`src/rtl/alu_writeback_stage.sv`:
```
// alu_writeback_stage: condition check, NZCV update and 2-entry writeback FIFO after the ALU
module alu_writeback_stage #(
  parameter int DATA_W = 32,
  parameter int RD_W = 5,
  parameter int CNT_W = 16
) (
  input  logic              clk,
  input  logic              rst_n,
  input  logic              in_valid,
  output logic              in_ready,
  input  logic [DATA_W-1:0] in_result,
  input  logic              in_carry,
  input  logic              in_zero,
  input  logic              in_negative,
  input  logic              in_overflow,
  input  logic [RD_W-1:0]   in_rd,
  input  logic              in_wen,
  input  logic              in_set_flags,
  input  logic [3:0]        in_cond,
  output logic              wb_valid,
  input  logic              wb_ready,
  output logic [RD_W-1:0]   wb_rd,
  output logic [DATA_W-1:0] wb_data,
  output logic [3:0]        flags,
  output logic [CNT_W-1:0]  retired_cnt,
  output logic [CNT_W-1:0]  squashed_cnt
);
  logic [RD_W+DATA_W-1:0] mem [2];
  logic head;
  logic [1:0] count;
  logic n, z, c, v, pass, accept, push, pop, tail;
  logic [15:0] tbl;
  assign {n, z, c, v} = flags;
  assign tbl = {1'b0, 1'b1, z | (n ^ v), ~z & ~(n ^ v), n ^ v, ~(n ^ v), ~c | z, c & ~z,
                ~v, v, ~n, n, ~c, c, ~z, z};
  assign pass = tbl[in_cond];
  assign in_ready = rst_n && count != 2'd2;
  assign accept = in_valid && in_ready;
  assign push = accept && pass && in_wen && in_rd != '0;
  assign wb_valid = count != 2'd0;
  assign pop = wb_valid && wb_ready;
  assign tail = head ^ count[0];
  assign {wb_rd, wb_data} = mem[head];
  always_ff @(posedge clk) begin
    if (!rst_n) begin
      mem[0] <= '0;
      mem[1] <= '0;
      head <= 1'b0;
      count <= 2'd0;
      flags <= 4'b0000;
      retired_cnt <= '0;
      squashed_cnt <= '0;
    end else begin
      if (push) mem[tail] <= {in_rd, in_result};
      if (pop) head <= ~head;
      count <= count + 2'(push) - 2'(pop);
      if (accept && pass && in_set_flags) flags <= {in_negative, in_zero, in_carry, in_overflow};
      if (accept && pass && ~&retired_cnt) retired_cnt <= retired_cnt + CNT_W'(1);
      if (accept && !pass && ~&squashed_cnt) squashed_cnt <= squashed_cnt + CNT_W'(1);
    end
  end
endmodule
```
`config.mk`:
```
export PLATFORM = sky130hd
export DESIGN_NAME = alu_writeback_stage
export DESIGN_NICKNAME = d
export VERILOG_FILES = /design/src/rtl/alu_writeback_stage.sv
export SDC_FILE = /design/constraint.sdc
export NUM_CORES = 1
export LEC_CHECK = 0
export CAP_MARGIN = 25
export CORE_MARGIN = 2
export CORE_UTILIZATION = 50
export DETAILED_ROUTE_END_ITERATION = 8
export GPL_TIMING_DRIVEN = 0
export MAX_ROUTING_LAYER = met4
export PLACE_DENSITY = 0.8
export SLEW_MARGIN = 20
export SYNTH_ARGS = -nofsm -noshare
export SYNTH_HDL_FRONTEND = slang
export SYNTH_SLANG_ARGS = --single-unit
```
`constraint.sdc`:
```
create_clock -name clk -period 7.3 [get_ports clk]
set_clock_uncertainty 0.1 [all_clocks]
set_input_delay 1.46 -clock clk [delete_from_list [all_inputs] [get_ports clk]]
set_output_delay 1.46 -clock clk [all_outputs]
set_load 0.01 [all_outputs]
```
; After elaboration in Yosys (flattened, before gate mapping)
; Memories as Yosys holds them, arrays and structs flattened. A register that Yosys moved wholly into a read port is not among the register bits.
; Index checks and enable logic that the tools add are counted.
[totals]
ff_bits = 39
mem_bits_rw = 74
output_inout_bits = 75
inputBits = 51
memories = 1
wordCells = 53
[memory_table]
columns = memory, words, width, read_ports, rd_ports_with_merged_regs, wr, line_no
row1 = mem, 2, 37, 1, 1, 2, 28  ; logic [RD_W+DATA_W-1:0] mem [2];
[classes]
reduce_logical = 18
order_cmp = 1
mux = 11
bitwise_logic = 12
n_eq_ne = 1
n_addsub = 4
[ops]
columns = cell, n
row1 = $mux 37, 1
row2 = $reduce_or 37->1, 1
row3 = $add 16x1->16 const B, 2
row4 = $reduce_and 16->1, 2
row5 = $logic_and 1x1->1, 10
row6 = $mux 1, 9
row7 = $not 1->1, 6
row8 = $lt 4x5->1 const B, 1
row9 = $reduce_bool 5->1, 1
row10 = $bmux 1 s4, 1
row11 = $logic_not 1->1, 3
row12 = $add 2x1->2, 1
row13 = $and 1x1->1, 2
row14 = $ne 2x2->1 const B, 1
row15 = $or 1x1->1, 2
row16 = $reduce_bool 2->1, 1
row17 = $sub 2x1->2, 1
row18 = $xor 1x1->1, 2

; Logic depth before layout (Yosys ltp)
; Gate-level depths: netlist of the first run.
[depth]
depth_word = 13
depth_mapped = 11
depth_no_buf = 11

; Worst setup path after synthesis of the first run
; Ideal clock, no wire load.
[synth_path]
path_kind = input to register
startpoint = input in_cond[2]
endpoint = memory mem[0][0] in the netlist's numbering, enable pin
n_path_buf = 0
slack_ns = 1.167
path_stages = 6
required_time_ns = 6.717
setup_time_ns = 0.483
t_arrival_ns = 5.550
cell_sequence = o21ba_2 -> o221a_1 -> nor2_1 -> mux2_2 -> or2_2 -> o21ai_0
[synth_rtl]
columns = element, line_no
row1 = start: declaration, 19  ; input logic [3:0] in_cond,
row2 = end: declaration, 28

; Final worst setup path of the first run
[layout_path]
startpoint = input rst_n
endpoint = output in_ready
[layout_between]
elab_chain_cells = 1
[layout_rtl]
columns = element, line_no
row1 = start: declaration, 8  ; input logic rst_n,
row2 = $logic_and 1x1->1, 37  ; assign in_ready = rst_n && count != 2'd2;
row3 = end: declaration, 10  ; output logic in_ready,
; Every way passes these cells.

==> results of run 1 <==
layout make-up:
| cell class | count | area [sq um] |
|---|---|---|
| plain buffers | 21 | 95.1 |
| clock buffers | 17 | 414 |
| clock inverters | 15 | 228 |
| fillers | 753 | 2880 |
| inverters | 7 | 26.3 |
| multi-input cells | 301 | 2180 |
| flip-flops and latches | 114 | 3020 |
| well taps | 136 | 170 |
| repair buffers | 127 | 1310 |
worst paths after layout:
kind	from	endpoint	slack [ns]	cells past startpoint
worst max-delay path	rst_n	in_ready	2.04	5
worst min-delay path	squashed_cnt[15]$_SDFFE_PN0P_	squashed_cnt[15]$_SDFFE_PN0P_	0.40	1
worst min register to register	squashed_cnt[15]$_SDFFE_PN0P_	squashed_cnt[15]$_SDFFE_PN0P_	0.40	1
worst max register to register	flags[1]$_SDFFE_PN0P_	mem[1][24]$_SDFFCE_PN0P_	4.01	7
logic make-up after synthesis:
logic type | share of synthesized area [%]
AO/OA/AOI/OAI | 6.04
XOR/XNOR | 1.49
adder cells (fa/ha/maj) | 0.944
buffers and inverters | 2.29
flip-flops | 57.0
multiplexers | 11.1
AND/OR/NAND/NOR | 21.1
per-stage QoR:
step	setup slack (ns)	utilization [%]	TNS, ns
floorplan	1.17	-	0
finish	2.04	72.1	0
detailed placement	2.02	65.9	0
global route	1.89	72.1	0
CTS	2.00	72.1	0
global placement	-1.01	65.1	-74.38
critical path: cells and delay by family:
kind | cells | cell delay (ns)
buffers and inverters | 4 | 2.01
and+or+nand+nor | 1 | 0.23
report_power, final:
part	switching, mW	internal (mW)	total, mW
combinational	0.162	0.194	0.356
sequential	0.0186	0.731	0.750
clock	0.304	0.592	0.896
sequential cells by signal, indices dropped and copies added (netlist names), named ones only:
name	count
mem	74
retired_cnt	16
squashed_cnt	16
flags	4
count	2
head	1
cell usage after synthesis (all sizes together):
master	count
a211o	1
a21oi	9
a31o	1
and2	79
and3	7
and4	3
buf	4
clkbuf	17
dfxtp	40
edfxtp	74
ha	4
inv	7
mux2	39
mux2i	15
nand2	23
nand2b	12
nand3	19
nand3b	2
nand4	8
nand4b	1
nor2	10
nor3	6
nor4	5
o211ai	2
o21a	2
o21ai	8
o21ba	1
o221a	1
o22ai	1
o311ai	4
o31a	1
o31ai	12
o41ai	3
or2	4
or3	1
or4	8
xnor2	6
xor2	3
routing by layer:
| layer | track usage [%] | wire length [um] |
|---|---|---|
| met5 | - | 0 |
| met2 | 39.6 | 6260 |
| met3 | 5.53 | 657 |
| met4 | 6.22 | 136 |
| met1 | 27.5 | 5180 |
==> results.json, run 1 <==
{
  "dr.pass1.iters": 4,
  "initial_core_util_pct": 51.4,
  "htree_levels": 4,
  "route.detailed.drc": 0,
  "cp-start-kind": "input port",
  "drv_slew": 0,
  "slowest_stage": "clkbuf_1",
  "io_buffers": 125,
  "crit_chain": "clkdlybuf4s50_1, clkbuf_1, clkbuf_1, and2_1, clkdlybuf4s50_1",
  "via_count": 4041,
  "cts_resized": 0,
  "dieWidth_um": 107,
  "cts.root.buffer_cell": "clkbuf_8",
  "crit_path_max_incr_delay_ns": 0.54,
  "cts_buffers": 17,
  "final_cell_area_sq_um": 7440,
  "grt_pass1_wl_mm": 20.0,
  "drtIter0Drc": 199,
  "yosysSeqAreaShare_pct": 57.0,
  "rsz0062_at_grt": "no",
  "yosysWarningCount": 0,
  "grt_pass1_vias": 4092,
  "die_area_sq_um": 11400,
  "cp_max_fo": 10,
  "nNetsFinal": 644,
  "layout_common_cells": "125 x clkdlybuf4s50_1, 79 x and2_1, 74 x edfxtp_1",
  "cts_max_path_buffers": 2,
  "synth_top_area_cell": "edfxtp_1",
  "critical_path_required_ns": 5.74,
  "worstPathArrival_ns": 3.70,
  "synth-seq-cells": 114,
  "peakVddDrop_v": 0.000139,
  "maxCapViolCount": 0,
  "avgSynthCellArea_sq_um": 12.0,
  "tightest_slew_ns": 0.767,
  "fin_crit_sh_pct": 72.1,
  "post_dp_cell_area_sq_um": 6800,
  "hold_class": "reg2reg",
  "powerDensity_nw_per_um2": 269,
  "power_mw": 2.00,
  "placement_rows": 37,
  "syn_nets": 498,
  "placed_cells": 706,
  "whs_ns": 0.400,
  "stdcell_count": 738,
  "viasPerCell": 5.48,
  "avgRoutedWirePerCell_um": 16.6,
  "period_needed_ns": 5.26,
  "cts_num_sinks": 114,
  "layout-drive-gt1-share_pct": 14.5,
  "setup_violations": 0,
  "synthTopCellsByArea": "edfxtp_1 42%, dfxtp_1 15%, and2_1 9.3%",
  "grt_antenna_before_repair": 0,
  "cts_tree": "done",
  "final_common_cell": "clkdlybuf4s50_1",
  "synthCells": 443,
  "yosys.cell_types.count": 42,
  "cellLeakagePower_nw": 2.71,
  "fp.dieH_um": 107,
  "dp.final_hpwl_mm": 8.51,
  "grt_overflow": 0,
  "synthToLayoutAreaGrowth_pct": 40.4,
  "post_cts_buffers": 0,
  "synth_area_sq_um": 5300,
  "worstSetupPathType": "in2out",
  "grt_max_degree": 22,
  "worstSetupEndpointType": "output pin",
  "path_clk_slew_ns": 0.06,
  "grt_use_total_pct": 23.1,
  "gp_congestion": 0.818,
  "core_area_sq_um": 10300,
  "routed_wl_mm": 12.2,
  "hold_viol_final": 0,
  "ant_nets": 0,
  "relSlewSlack_pct": 48.7,
  "ctsHoldBuffers": 0,
  "fmax_mhz": 190,
  "synth.top_cell.area_share_pct": 41.9,
  "n_antenna_cell": 0,
  "clk_latency_ns": 0.51,
  "status": "finished clean",
  "ios": 126
}
Power figures use the tool's default switching activity.
==> run 2: changes to the inputs <==
Clock period 7.3 ns to 5.4 ns, I/O delays scaled along.
==> results of run 2 <==
Same layout as run 1 (identical final DEF). Status: finished clean.
Main changes from that run: setup slack after placement 2.02 ns -> 0.826 ns; setup slack after layout 2.04 ns -> 0.896 ns; register-to-register setup slack 4.01 ns -> 2.11 ns; total power 2.00 mW -> 2.71 mW; worst IR drop on VDD 0.000139 V -> 0.000189 V
==> run 3: changes to the inputs <==
Clock period 5.4 ns to 4.7 ns, I/O delays scaled along.
==> results of run 3 <==
Same layout as run 1 (identical final DEF). Status: finished clean.
Main changes from that run: setup slack after placement 2.02 ns -> 0.266 ns; setup slack after layout 2.04 ns -> 0.476 ns; register-to-register setup slack 4.01 ns -> 1.41 ns; total power 2.00 mW -> 3.11 mW; worst IR drop on VDD 0.000139 V -> 0.000217 V
